`config.mk`:
```
export PLATFORM = sky130hd
export DESIGN_NAME = uart_tx_shifter
export DESIGN_NICKNAME = d
export VERILOG_FILES = /design/src/rtl/uart_pkg.sv /design/src/rtl/uart_tx_parity.sv /design/src/rtl/uart_tx_shifter.sv
export SDC_FILE = /design/constraint.sdc
export NUM_CORES = 1
export LEC_CHECK = 0
export BUFFER_PORTS_ARGS = -buffer_cell sky130_fd_sc_hd__buf_2
export CAP_MARGIN = 30
export CORE_UTILIZATION = 57
export CTS_CLUSTER_SIZE = 14
export DETAILED_ROUTE_END_ITERATION = 12
export MAX_ROUTING_LAYER = met4
export PLACE_DENSITY = 0.83
export SKIP_CTS_REPAIR_TIMING = 1
export SLEW_MARGIN = 5
export SYNTH_ARGS = -nofsm -noshare
export SYNTH_HDL_FRONTEND = slang
export SYNTH_SLANG_ARGS = --single-unit
```
`constraint.sdc`:
```
create_clock -name clk -period 3.4 [get_ports clk]
set_clock_uncertainty 0.05 [all_clocks]
set_input_delay 0.34 -clock clk [delete_from_list [all_inputs] [get_ports clk]]
set_output_delay 0.34 -clock clk [all_outputs]
set_load 0.01 [all_outputs]
```
`src/rtl/uart_pkg.sv`:
```
// uart_pkg: shared definitions for the UART transmit path.
//   - tx_state_e      : 3-bit transmit FSM state encoding
//   - LCR_*           : bit positions inside the line control register
//   - TICKS_*         : 16x-baud ticks per bit (data / 1.5 stop / 2 stop)
//   - last_tick()     : converts a tick count into the terminal value of
//                       the 5-bit tick counter
package uart_pkg;

  typedef enum logic [2:0] {
    ST_IDLE   = 3'd0,
    ST_START  = 3'd1,
    ST_DATA   = 3'd2,
    ST_PARITY = 3'd3,
    ST_STOP   = 3'd4
  } tx_state_e;

  // Line control register fields; WLS occupies [LCR_WLS+1:LCR_WLS].
  localparam int unsigned LCR_WLS = 0;
  localparam int unsigned LCR_STB = 2;
  localparam int unsigned LCR_PEN = 3;
  localparam int unsigned LCR_EPS = 4;
  localparam int unsigned LCR_SP  = 5;
  localparam int unsigned LCR_BC  = 6;

  localparam int unsigned TICKS_BIT     = 16;
  localparam int unsigned TICKS_STOP_15 = 24;
  localparam int unsigned TICKS_STOP_2  = 32;

  // The tick counter runs 0..N-1, so a bit of N ticks ends at N-1.
  function automatic logic [4:0] last_tick(input int unsigned ticks);
    return 5'(ticks - 32'd1);
  endfunction

endpackage

```
`src/rtl/uart_tx_parity.sv`:
```
// uart_tx_parity: combinational parity bit for one transmit character.
// Ports:
//   data   in  DATA_W  character as latched at frame start
//   wls    in  2       word length select (5 + wls bits are significant)
//   eps    in  1       even parity select
//   stick  in  1       stick parity (bit forced to ~eps)
//   parity out 1       parity bit to transmit
module uart_tx_parity
  import uart_pkg::*;
#(
  parameter int DATA_W = 8
) (
  input  logic [DATA_W-1:0] data,
  input  logic [1:0]        wls,
  input  logic              eps,
  input  logic              stick,
  output logic              parity
);

  logic [DATA_W-1:0] mask;
  logic              xor_all;

  // Mask off bits above the word length, then pick even/odd/stick result.
  always_comb begin
    mask = '0;
    for (int i = 0; i < DATA_W; i++) begin
      mask[i] = (i < (5 + int'(wls)));
    end
    xor_all = ^(data & mask);
    if (stick) begin
      parity = ~eps;
    end else if (eps) begin
      parity = xor_all;
    end else begin
      parity = ~xor_all;
    end
  end

endmodule

```
`src/rtl/uart_tx_shifter.sv`:
```
// uart_tx_shifter: UART serial transmit stage. Pops characters from the
// transmit FIFO and sends each as start, 5-8 data bits (LSB first),
// optional parity and 1/1.5/2 stop bits, paced by a 16x baud tick.
// Build option: define UART_TX_PARITY_EN to compile in the parity bit and
// the PARITY state; without it lcr[5:3] are ignored.
// Ports:
//   clk         in  1        clock
//   nreset      in  1        asynchronous active-low reset
//   enable      in  1        one-cycle 16x baud tick
//   lcr         in  8        line control register (break bit is live)
//   fifo_data   in  DATA_W   FIFO head entry
//   fifo_count  in  COUNT_W  FIFO occupancy
//   fifo_pop    out 1        pop strobe, only in IDLE with data present
//   stx         out 1        serial output, idle high
//   tx_idle     out 1        high while no frame is in progress
module uart_tx_shifter
  import uart_pkg::*;
#(
  parameter int DATA_W  = 8,
  parameter int COUNT_W = 5
) (
  input  logic               clk,
  input  logic               nreset,
  input  logic               enable,
  input  logic [7:0]         lcr,
  input  logic [DATA_W-1:0]  fifo_data,
  input  logic [COUNT_W-1:0] fifo_count,
  output logic               fifo_pop,
  output logic               stx,
  output logic               tx_idle
);

  tx_state_e         state;
  tx_state_e         next_state;
  logic [DATA_W-1:0] shift;
  logic [4:0]        tick_cnt;
  logic [2:0]        bit_cnt;
  logic [1:0]        cfg_wls;
  logic              cfg_stb;
  logic              armed;
  logic [4:0]        last;
  logic              bit_done;
  logic              bit_val;

`ifdef UART_TX_PARITY_EN
  logic              cfg_pen;
  logic              cfg_eps;
  logic              cfg_sp;
  logic [DATA_W-1:0] data_hold;
  logic              parity_bit;
  logic              unused_lcr;

  assign unused_lcr = lcr[7];

  uart_tx_parity #(.DATA_W(DATA_W)) u_parity (
    .data   (data_hold),
    .wls    (cfg_wls),
    .eps    (cfg_eps),
    .stick  (cfg_sp),
    .parity (parity_bit)
  );
`else
  logic              unused_lcr;

  assign unused_lcr = ^{lcr[7], lcr[LCR_SP:LCR_PEN]};
`endif

  // Terminal tick for the current bit; only the stop bit can be longer.
  always_comb begin
    if ((state == ST_STOP) && cfg_stb) begin
      last = (cfg_wls == 2'd0) ? last_tick(TICKS_STOP_15) : last_tick(TICKS_STOP_2);
    end else begin
      last = last_tick(TICKS_BIT);
    end
  end

  assign bit_done = enable && (tick_cnt == last);

  // State register.
  always_ff @(posedge clk or negedge nreset) begin
    if (!nreset) begin
      state <= ST_IDLE;
    end else begin
      state <= next_state;
    end
  end

  // Next-state logic; every non-idle transition waits for a completed bit.
  always_comb begin
    next_state = state;
    case (state)
      ST_IDLE: begin
        if (armed && (fifo_count != '0)) next_state = ST_START;
        else                             next_state = ST_IDLE;
      end
      ST_START: begin
        if (bit_done) next_state = ST_DATA;
        else          next_state = ST_START;
      end
      ST_DATA: begin
        if (bit_done && (bit_cnt == 3'd0)) begin
`ifdef UART_TX_PARITY_EN
          next_state = cfg_pen ? ST_PARITY : ST_STOP;
`else
          next_state = ST_STOP;
`endif
        end else begin
          next_state = ST_DATA;
        end
      end
`ifdef UART_TX_PARITY_EN
      ST_PARITY: begin
        if (bit_done) next_state = ST_STOP;
        else          next_state = ST_PARITY;
      end
`endif
      ST_STOP: begin
        if (bit_done) next_state = ST_IDLE;
        else          next_state = ST_STOP;
      end
      default: next_state = ST_IDLE;
    endcase
  end

  // Outputs decoded from state; break overrides the line level in any state.
  // armed keeps fifo_pop low while reset is held and for the first edge after.
  always_comb begin
    bit_val = 1'b1;
    case (state)
      ST_IDLE:   bit_val = 1'b1;
      ST_START:  bit_val = 1'b0;
      ST_DATA:   bit_val = shift[0];
`ifdef UART_TX_PARITY_EN
      ST_PARITY: bit_val = parity_bit;
`endif
      ST_STOP:   bit_val = 1'b1;
      default:   bit_val = 1'b1;
    endcase
    stx      = lcr[LCR_BC] ? 1'b0 : bit_val;
    tx_idle  = (state == ST_IDLE);
    fifo_pop = (state == ST_IDLE) && armed && (fifo_count != '0);
  end

  // Datapath: frame load on pop, tick/bit counting and shifting on enable.
  always_ff @(posedge clk or negedge nreset) begin
    if (!nreset) begin
      armed     <= 1'b0;
      shift     <= '0;
      tick_cnt  <= 5'd0;
      bit_cnt   <= 3'd0;
      cfg_wls   <= 2'd0;
      cfg_stb   <= 1'b0;
`ifdef UART_TX_PARITY_EN
      cfg_pen   <= 1'b0;
      cfg_eps   <= 1'b0;
      cfg_sp    <= 1'b0;
      data_hold <= '0;
`endif
    end else begin
      armed <= 1'b1;
      if (fifo_pop) begin
        shift    <= fifo_data;
        tick_cnt <= 5'd0;
        // Word length minus one: 5 + wls - 1.
        bit_cnt  <= 3'd4 + {1'b0, lcr[LCR_WLS+1:LCR_WLS]};
        cfg_wls  <= lcr[LCR_WLS+1:LCR_WLS];
        cfg_stb  <= lcr[LCR_STB];
`ifdef UART_TX_PARITY_EN
        cfg_pen   <= lcr[LCR_PEN];
        cfg_eps   <= lcr[LCR_EPS];
        cfg_sp    <= lcr[LCR_SP];
        data_hold <= fifo_data;
`endif
      end else if (enable && (state != ST_IDLE)) begin
        if (bit_done) begin
          tick_cnt <= 5'd0;
          if (state == ST_DATA) begin
            shift   <= {1'b0, shift[DATA_W-1:1]};
            bit_cnt <= bit_cnt - 3'd1;
          end
        end else begin
          tick_cnt <= tick_cnt + 5'd1;
        end
      end
    end
  end

endmodule
```
==> impl_metrics.csv, run 1 <==
group,metric,value,unit
status,outcome,"complete, no violations",
synthesis,yosys_warnings,0,
worst_setup_path,worstPathArrival,1940,ps
synthesis,ys_seq_area_share,43.9,%
worst_setup_path,crit_chain,"nor3_1 > o211ai_2 > buf_4 > inv_2 > buf_2",
synthesis,synth_top_family_by_area,"simple AND/OR/NAND/NOR gates",
job,maxCapViolations,0,
routing,dr_total_vias,1145,
sta,maxSlewViolCount,0,
worst_setup_path,rr_endpoint,"tick_cnt[3]",
synthesis,avgSynthCellArea,9.11,um2
layout,fillers,201,
floorplan,ioPinCount,27,
synthesis,synthMuxAreaShare,1.91,%
floorplan,dieArea,2500,um2
synthesis,dominantRegCellSynth,"dfrtp_1",
grt,grt_max_degree,30,
pwr,power.density,626,nW/um2
sta,rsz0062_at_grt,"false",
synthesis,synth_top_cell_by_area,"dfrtp_1",
pwr,power_leakage,0.633,nW
floorplan,core-area,2190,um2
worst_setup_path,crit_family,"buffers and inverters",
worst_hold_path,hp-start,"lcr[2]",
worst_setup_path,slowest_delay,510,ps
worst_setup_path,startpoint,"state[2]",
synthesis,synthTopCellsByCount,"nand2_1 (31), dfrtp_1 (23), nand3_1 (15)",
worst_hold_path,whs_path_depth,3,
clocking,tritoncts,"done",
synthesis,synthXorXnorAreaFrac,0.667,%
worst_setup_path,cp-start-kind,"flop",
worst_setup_path,cp_max_fo,29,
routing,routed_wl,2.81,mm
clocking,path_clk_slew,120,ps
place,placed_cell_area,1410,um2
sta,hold_ws,179,ps
sta,hold_viol,0,
sta,tns,0,ps
synthesis,syn-num-nets,171,
synthesis,ys_types,41,
sta,setup_viol,0,
routing,first_iter_violations,20,
grt,gr-usage-all-layers,26.1,%
synthesis,synthTopCellsByArea,"dfrtp_1 (44%), nand2_1 (8.9%), nand3_1 (5.7%)",
synthesis,synth_edf_count,0,
grt,grt-ovfl-total,0,
layout,design_area,1440,um2
layout,nets,192,
routing,drt-pass1-iter-count,4,
worst_hold_path,holdPathEnd,"cfg_stb",
worst_setup_path,crit_slowest_cell,"dfrtp_1",
routing,routed_via_density,5.96,
worst_setup_path,cp-end-kind,"primary output",
grt,antenna_found_initial,0,
worst_setup_path,path_class,"flop to primary output",
routing,antenna_left,0,
floorplan,die_x,50.0,um
clocking,clock_path_buffers,2,
sta,slew_headroom,49.0,%
synthesis,synth_fa_ha_area_share,2.86,%
clocking,worst_skew_pair.late_latency,300,ps
sta,worst_pin_slew,758,ps
pwr,worst_ir_drop_vdd,0.343,mV
sta,period_needed,2330,ps
worst_setup_path,r2r_start,"state[2]",
synthesis,synthSimpleGateAreaFrac,26.9,%
sta,fmax,0.429,GHz
synthesis,ys_seq_elements,23,
place,place_congestion,0.876,
routing,wl_per_cell,14.6,um
floorplan,num_rows,17,
worst_hold_path,hp-class,"input port to flop",
layout,area_delta_synth_final,10.0,%
floorplan,fp.dieH,50.0,um
clocking,cts.htree.levels,1,
place,hpwl,2.03,mm
routing,drc,0,
clocking,cts_sinks,23,
synthesis,synth_top_area_share,43.9,%
worst_setup_path,worst-path-buf-inv,3,
clocking,root_buffer,"clkbuf_4",
floorplan,start_util,59.9,%
worst_setup_path,crit_required,3010,ps
worst_setup_path,r2r_slack,1440,ps
synthesis,synth_compound_area_share,17.3,%
sta,min_period_over_period,68.5,%
layout,n_antenna_cell,0,
grt,grt_pass1_wl,4.80,mm
clocking,cts_buffers,3,
synthesis,synth_most_common_cell,"nand2_1",
synthesis,netlist_area,1310,um2
grt,grt_pass1_vias,1182,
place,portBuffers,22,
synthesis,syn_inst,144,
layout,drive_above_1_share,20.7,%
synthesis,synthArstFlopShare,100,%
worst_setup_path,reg2reg_depth,3,
## worst max-delay path by stage
stage                          end  cells past startpoint
final                     fifo_pop                      5
after global routing      fifo_pop                      5
after CTS                 fifo_pop                      5
after detailed placement  fifo_pop                      6
after global placement    fifo_pop                      6
after floorplan           fifo_pop                      6
## power breakdown
part	internal (W)	switching, W	total, W	leakage [nW]
Combinational	0.000141	0.000169	0.000311	0.337
Clock	0.0000439	0.0000778	0.000122	0.0177
Sequential	0.000378	0.0000944	0.000472	0.279
Total	0.000563	0.000341	0.000904	0.633
## state kept, by name, summed over array words and instances (netlist names)
register  flops
tick_cnt      5
armed         1
state         3
cfg_stb       1
cfg_wls       2
shift         8
bit_cnt       3
## placed cells by master, fill, tap and decap left out, types with 2 or more instances in the layout
cell / netlist / final
a21oi_1: 6 / 6
a31oi_1: 2 / 2
and3_1: 2 / 2
buf_2: 2 / 22
buf_4: 4 / 2
clkbuf_4: 0 / 3
dfrtp_1: 23 / 23
ha_1: 3 / 3
inv_1: 3 / 3
nand2_1: 31 / 31
nand2b_1: 3 / 3
nand3_1: 15 / 15
nor2_1: 3 / 3
nor3_1: 2 / 2
o211ai_1: 9 / 9
o21ai_0: 5 / 5
o31ai_1: 3 / 3
or2b_1: 2 / 2
or3_1: 2 / 2
## area by class of cell
cell class	count	area, um2	share of cell area (%)
flip-flops and latches	23	576	39.9
repair buffers	25	135	9.36
well taps	28	35.0	2.43
inverters	4	15.0	1.04
clock inverters	1	5.00	0.347
clock buffers	3	22.5	1.56
multi-input cells	108	656	45.4
## per-stage QoR
| stage | instances | power (W) | setup slack [ps] | util [%] |
|---|---|---|---|---|
| after detailed placement | 187 | 0.000788 | 1200 | 64.2 |
| after global placement | 187 | 0.000756 | 1240 | 64.2 |
| after CTS | 191 | 0.000912 | 1050 | 65.4 |
| after global routing | 192 | 0.000984 | 921 | 65.9 |
| final | 192 | 0.000904 | 1070 | 65.9 |
| after floorplan | 144 | 0.000704 | 1540 | - |
## metal layers
metal | up-vias | track usage (%) | part of all wire (%)
li1 | 553 | - | -
met4 | 0 | 13.3 | 2.1
met3 | 8 | 4.32 | 3.6
met1 | 548 | 26.6 | 41
met5 | - | - | 0
met2 | 36 | 47.1 | 53
## tightest hold or removal path, stage by stage
cell and delay (ps):
buf_2 80, nand2_1 40, nand2_1 50
## logic make-up (layout without fill, tap and decap cells)
family / count (synthesis) / in the layout
mux: 2 / 2
compound gates: 32 / 32
flops: 23 / 23
simple gates: 69 / 69
xor+xnor: 1 / 1
buf+inv: 13 / 33
fa+ha+maj: 3 / 3
other cells: 1 / 1
Note: power is estimated with default switching activity, not from simulation.
==> run 2, diff against run 1 <==
--- a/config.mk
+++ b/config.mk
@@ -5,13 +5,14 @@
 export SDC_FILE = /design/constraint.sdc
 export NUM_CORES = 1
 export LEC_CHECK = 0
+export ABC_AREA = 1
 export BUFFER_PORTS_ARGS = -buffer_cell sky130_fd_sc_hd__buf_2
 export CAP_MARGIN = 30
-export CORE_UTILIZATION = 57
+export CORE_UTILIZATION = 48
 export CTS_CLUSTER_SIZE = 14
 export DETAILED_ROUTE_END_ITERATION = 12
 export MAX_ROUTING_LAYER = met4
-export PLACE_DENSITY = 0.83
+export PLACE_DENSITY = 0.74
 export SKIP_CTS_REPAIR_TIMING = 1
 export SLEW_MARGIN = 5
 export SYNTH_ARGS = -nofsm -noshare
==> constraint.sdc (replaced) <==
create_clock -name clk -period 1.9 [get_ports clk]
set_clock_uncertainty 0.05 [all_clocks]
set_input_delay 0.19 -clock clk [delete_from_list [all_inputs] [get_ports clk]]
set_output_delay 0.19 -clock clk [all_outputs]
set_load 0.01 [all_outputs]
==> run 2 against run 1 <==
Net effect:
- flip-flop and latch count stayed put
- first-iteration DRC count decreased by 25%
- via count up 1.8%
- cell count rose by 20%
- count of clock-buffer cells in the layout is 1 higher
- combinational power increased by 120%
- die area rose by 19%
- final area up 3.0%
- total power up 80%
- worst setup slack got worse by 940 ps
- global-route usage decreased by 4.4 points
- sequential power rose by 53%
==> impl_metrics.csv, run 2 <==
group,metric,value,unit
routing,wl_per_cell,11.7,um
synthesis,syn_inst,176,
clocking,tritoncts,"done",
clocking,path_clk_slew,120,ps
pwr,power_leakage,0.853,nW
layout,final_cell_mix,"nand2_1 (79), dfrtp_1 (23), buf_2 (22)",
place,pre_cts_slack,235,ps
clocking,root_buffer,"clkbuf_4",
layout,fin_util,58.5,%
status,outcome,"complete, no violations",
routing,routed_via_density,5.05,
grt,grt-ovfl-total,0,
synthesis,dominantRegCellSynth,"dfrtp_1",
sta,setup_ws,132,ps
sta,worst_pin_slew,508,ps
worst_setup_path,cp-end-kind,"primary output",
sta,tns,0,ps
place,place_congestion,0.766,
layout,area_delta_synth_final,12.5,%
synthesis,synth_edf_count,0,
floorplan,num_rows,18,
layout,nets,229,
pwr,worst_ir_drop_vdd,0.656,mV
worst_setup_path,crit_required,1660,ps
routing,antenna_left,0,
synthesis,synth_top_cell_by_area,"dfrtp_1",
grt,antenna_found_initial,0,
synthesis,synth_top_area_share,43.5,%
synthesis,ys_types,24,
clocking,cts_sinks,23,
job,maxCapViolations,0,
grt,use_met3,2.50,%
worst_hold_path,hp-class,"input port to flop",
synthesis,avgSynthCellArea,7.51,um2
floorplan,dieArea,2970,um2
grt,grt_max_degree,24,
sta,fmax,0.565,GHz
clocking,cts.htree.levels,1,
place,hpwl,2.02,mm
layout,regArea,576,um2
layout,final_common_cell,"nand2_1",
synthesis,netlist_area,1320,um2
sta,min_period_over_period,93.1,%
pwr,switchingPower,0.000670,W
floorplan,die_x,54.5,um
sta,hold_viol,0,
layout,n_antenna_cell,0,
floorplan,fp.dieH,54.5,um
layout,top_regs,"shift (8), tick_cnt (5)",
grt,grt_use_met1,24.2,%
sta,slew_headroom,66.1,%
synthesis,synth_most_common_cell,"nand2_1",
sta,rsz0062_at_grt,"false",
clocking,cts_buffers,3,
pwr,power.density,1100,nW/um2
layout,drive_above_1_share,21.9,%
worst_setup_path,path_class,"flop to primary output",
synthesis,yosys_warnings,0,
synthesis,synthTopCellsByArea,"dfrtp_1 (44%), nand2_1 (22%), nand3_1 (5.7%)",
sta,period_needed,1770,ps
synthesis,ys_seq_elements,23,
floorplan,ioPinCount,27,
grt,use_met2,38.8,%
place,portBuffers,22,
worst_setup_path,cp-start-kind,"flop",
pwr,p_int,0.000960,W
routing,routed_wl,2.71,mm
worst_setup_path,cp_max_fo,14,
grt,grt_busiest_layer,"met2",
routing,dr_total_vias,1166,
layout,regMostFlops,"shift",
layout,largest_reg_flops,8,
routing,first_iter_violations,15,
grt,grt_pass1_vias,1095,
synthesis,synthTopCellsByCount,"nand2_1 (79), dfrtp_1 (23), nand3_1 (15)",
synthesis,ys_seq_area_share,43.5,%
synthesis,synthArstFlopShare,100,%
routing,drc,0,
floorplan,start_util,52.0,%
sta,hold_ws,26.1,ps
clocking,clock_path_buffers,2,
clocking,worst_skew_pair.late_latency,300,ps
sta,maxSlewViolCount,0,
pwr,switching_share,41.1,%
floorplan,core-area,2540,um2
grt,grt_pass1_wl,4.44,mm
layout,multi_input_area,633,um2
pwr,pwr-share-comb,42.1,%
routing,drt-pass1-iter-count,4,
pwr,pwr-share-seq,44.3,%
synthesis,syn-num-nets,203,
grt,gr-usage-all-layers,21.6,%
pwr,clockPowerShare,13.6,%
sta,setup_viol,0,
layout,fillers,250,
worst_setup_path,worstPathArrival,1530,ps
==> run 2: cell count changes after synthesis, sizes merged, moves of 5 or more <==
cell | previous run | this run
o211ai | 10 | 0
nand2 | 31 | 83
nand4 | 1 | 6
a21oi | 6 | 1
nor2 | 3 | 10
inv | 4 | 16
==> run 2: final timing paths <==
path	from	to	slack [ps]	cells past startpoint
hold / removal	fifo_data[7]	shift[7]	30	3
hold reg to reg	bit_cnt[1]	bit_cnt[1]	430	2
min in group asynchronous	nreset	shift[3]	320	2
setup / recovery	state[0]	fifo_pop	130	6
max in group asynchronous	nreset	armed	1140	2
setup reg to reg	state[0]	tick_cnt[0]	210	9
==> run 2: routing by layer <==
metal  part of all wire, %  wire [um]
met1                    45       1220
met4                  0.85         23
met2                    52       1400
met3                   2.5         68
met5                     0          0
==> run 2: cells by family after synthesis <==
kind of cell             after synthesis  share of synthesized area, %
other                                  1                         0.284
buffers and inverters                 22                          8.61
AND/OR/NAND/NOR                      119                          40.9
XOR/XNOR                               3                          1.99
adder cells (fa/ha/maj)                3                          2.84
AO/OA/AOI/OAI                          5                          1.89
flip-flops                            23                          43.5
==> run 2: stage by stage <==
stage	total power [W]	cell area [um2]	cells
floorplan	0.00124	1320	176
global placement	0.00137	1450	226
detailed placement	0.00142	1450	226
CTS	0.00165	1470	230
global route	0.00178	1490	231
finish	0.00163	1490	231
==> run 2: area by class of cell <==
class	instances	area share, %
Clock buffer	4	1.77
Inverter	16	4.37
Multi-Input combinational cell	131	42.6
Sequential cell	23	38.7
Timing Repair Buffer	27	10.1
Tap cell	30	2.52
==> run 2: worst max-delay path, stage by stage, from the launching register on <==
cell	delay, ps
dfrtp_1	450
nor2_4	170
nand2_2	90
inv_2	70
nand3_2	150
inv_6	150
buf_2	150
==> run 2: power groups by stage <==
| stage | sequential (W) | clock, W | combinational (W) |
|---|---|---|---|
| finish | 0.000722 | 0.000222 | 0.000686 |
| global route | 0.000740 | 0.000251 | 0.000792 |
| detailed placement | 0.000732 | 0 | 0.000690 |
| global placement | 0.000719 | 0 | 0.000647 |
| floorplan | 0.000705 | 0 | 0.000537 |
| CTS | 0.000723 | 0.000232 | 0.000695 |
==> run 3, diff against run 2 <==
--- a/config.mk
+++ b/config.mk
@@ -7,12 +7,13 @@
 export LEC_CHECK = 0
 export ABC_AREA = 1
 export BUFFER_PORTS_ARGS = -buffer_cell sky130_fd_sc_hd__buf_2
-export CAP_MARGIN = 30
+export CAP_MARGIN = 15
 export CORE_UTILIZATION = 48
 export CTS_CLUSTER_SIZE = 14
 export DETAILED_ROUTE_END_ITERATION = 12
 export MAX_ROUTING_LAYER = met4
 export PLACE_DENSITY = 0.74
+export REMOVE_ABC_BUFFERS = 1
 export SKIP_CTS_REPAIR_TIMING = 1
 export SLEW_MARGIN = 5
 export SYNTH_ARGS = -nofsm -noshare
==> run 3 against run 2 <==
Net effect:
- worst setup slack lost 14 ps
- sequential share of layout area shrank 0.95 points
- non-clock buffer count grew 2
- first-iteration DRC count is the same
- clock power grew 2%
- maximum frequency shrank 0.77%
- total power grew 1.9%
- sequential power shrank 0.6%
==> impl_metrics.csv, run 3 (synthesis results as in run 2) <==
group,metric,value,unit
layout,largest_reg_flops,8,
worst_setup_path,crit_slowest_cell,"dfrtp_1",
floorplan,die_x,54.5,um
layout,nets,231,
routing,wl_per_cell,11.1,um
sta,min_period_over_period,93.8,%
routing,antenna_left,0,
place,hpwl,1.84,mm
sta,maxSlewViolCount,0,
worst_setup_path,worst-path-buf-inv,1,
place,dp.cells,225,
sta,rsz0062_at_grt,"false",
layout,fillers,254,
worst_setup_path,cp-start-kind,"flop",
worst_setup_path,r2r_start,"state[0]",
worst_hold_path,holdPathEnd,"shift[7]",
pwr,worst_ir_drop_vdd,0.640,mV
clocking,cts_sinks,23,
worst_setup_path,rr_endpoint,"shift[6]",
place,place_congestion,0.768,
routing,routed_wl,2.58,mm
floorplan,num_rows,18,
clocking,clock_path_buffers,2,
sta,period_needed,1780,ps
clocking,root_buffer,"clkbuf_4",
grt,grt_pass1_wl,4.11,mm
job,maxCapViolations,0,
layout,drive_above_1_share,22.7,%
worst_hold_path,whs_path_depth,3,
layout,area_delta_synth_final,15.3,%
sta,fmax,0.561,GHz
worst_setup_path,worstPathArrival,1540,ps
worst_setup_path,reg2reg_depth,9,
routing,dr_total_vias,1172,
layout,regArea,576,um2
place,portBuffers,22,
routing,routed_via_density,5.03,
layout,n_antenna_cell,0,
routing,first_iter_violations,15,
worst_setup_path,path_class,"flop to primary output",
worst_setup_path,crit_required,1660,ps
pwr,power.density,1090,nW/um2
layout,instances_no_fill,233,
floorplan,start_util,52.0,%
pwr,power_leakage,0.868,nW
routing,drt-pass1-iter-count,4,
grt,antenna_found_initial,0,
status,outcome,"complete, no violations",
layout,final_common_cell,"nand2_1",
floorplan,ioPinCount,27,
sta,worst_pin_slew,521,ps
worst_setup_path,crit_chain,"nor3_2 > nand2_1 > a21oi_1 > buf_2",
grt,grt_pass1_vias,1051,
sta,slew_headroom,65.3,%
clocking,cts.htree.levels,1,
floorplan,fp.dieH,54.5,um
worst_setup_path,cp_max_fo,6,
worst_hold_path,hp-class,"input port to flop",
floorplan,dieArea,2970,um2
layout,final_cell_mix,"nand2_1 (79), dfrtp_1 (23), buf_2 (22)",
layout,multi_input_area,641,um2
sta,hold_viol,0,
sta,setup_viol,0,
floorplan,core-area,2540,um2
clocking,cts_buffers,3,
clocking,path_clk_slew,130,ps
grt,grt-ovfl-total,0,
clocking,worst_skew_pair.late_latency,310,ps
worst_setup_path,crit_family,"flip-flops",
grt,gr-usage-all-layers,20.2,%
worst_hold_path,hp-start,"fifo_data[7]",
worst_setup_path,slowest_delay,470,ps
layout,regMostFlops,"shift",
routing,drc,0,
layout,top_regs,"shift (8), tick_cnt (5)",
worst_setup_path,r2r_slack,180,ps
sta,tns,0,ps
clocking,tritoncts,"done",
worst_setup_path,cp-end-kind,"primary output",
grt,grt_max_degree,24,
-- run 3: cell types whose count changed in the layout (fill, tap and decap cells not counted) --
cell	change
inv_8	+1
buf_4	+1
buf_12	+1
inv_6	-1
nand3_2	-1
nand3_4	+1
-- run 3: routing by layer --
| layer | GRT usage [%] | vias to the layer above | part of all wire (%) |
|---|---|---|---|
| met4 | 6.84 | 0 | 0.85 |
| met2 | 35.2 | 26 | 48 |
| met1 | 24.0 | 537 | 47 |
| met3 | 2.50 | 3 | 3.7 |
| met5 | - | - | 0 |
| li1 | - | 606 | - |
-- run 3: final cells by class --
class | instances | share of cell area (%)
Multi-Input combinational cell | 131 | 42.0
Tap cell | 30 | 2.46
Clock buffer | 4 | 1.72
Sequential cell | 23 | 37.7
Inverter | 16 | 4.43
Timing Repair Buffer | 29 | 11.6
-- run 3: tightest hold or removal path, delay by kind of cell --
kind                   cells  cell delay, ps
and+or+nand+nor            2              90
buffers and inverters      1              70
-- run 3: power by group --
group | internal [W] | total (W) | switching [W] | leakage, nW
combinational | 0.000292 | 0.000716 | 0.000425 | 0.553
sequential | 0.000616 | 0.000718 | 0.000101 | 0.300
clock | 0.0000819 | 0.000227 | 0.000145 | 0.0150
total | 0.000990 | 0.00166 | 0.000671 | 0.868
-- run 3: how the worst max path moves through the flow --
stage,slack (ps),from,end,cells after the start
floorplan,-40,state[0],bit_cnt[0],8
global placement,160,state[0],shift[3],8
detailed placement,120,state[0],bit_cnt[0],9
CTS,-170,state[0],fifo_pop,6
global route,4,state[2],stx,4
finish,120,state[2],stx,4
-- run 3: through the flow --
stage          total power, W  setup slack, ps  hold slack [ps]  cell area [um2]  utilization [%]
6_report              0.00166              118             20.2             1530             59.9
5_1_grt               0.00182             4.30             23.8             1530             59.9
4_1_cts               0.00162             -172             -207             1470             57.6
3_5_place_dp          0.00139              124              141             1440             56.5
3_3_place_gp          0.00136              164              139             1440             56.5
2_1_floorplan         0.00120            -43.0             -156             1270                -
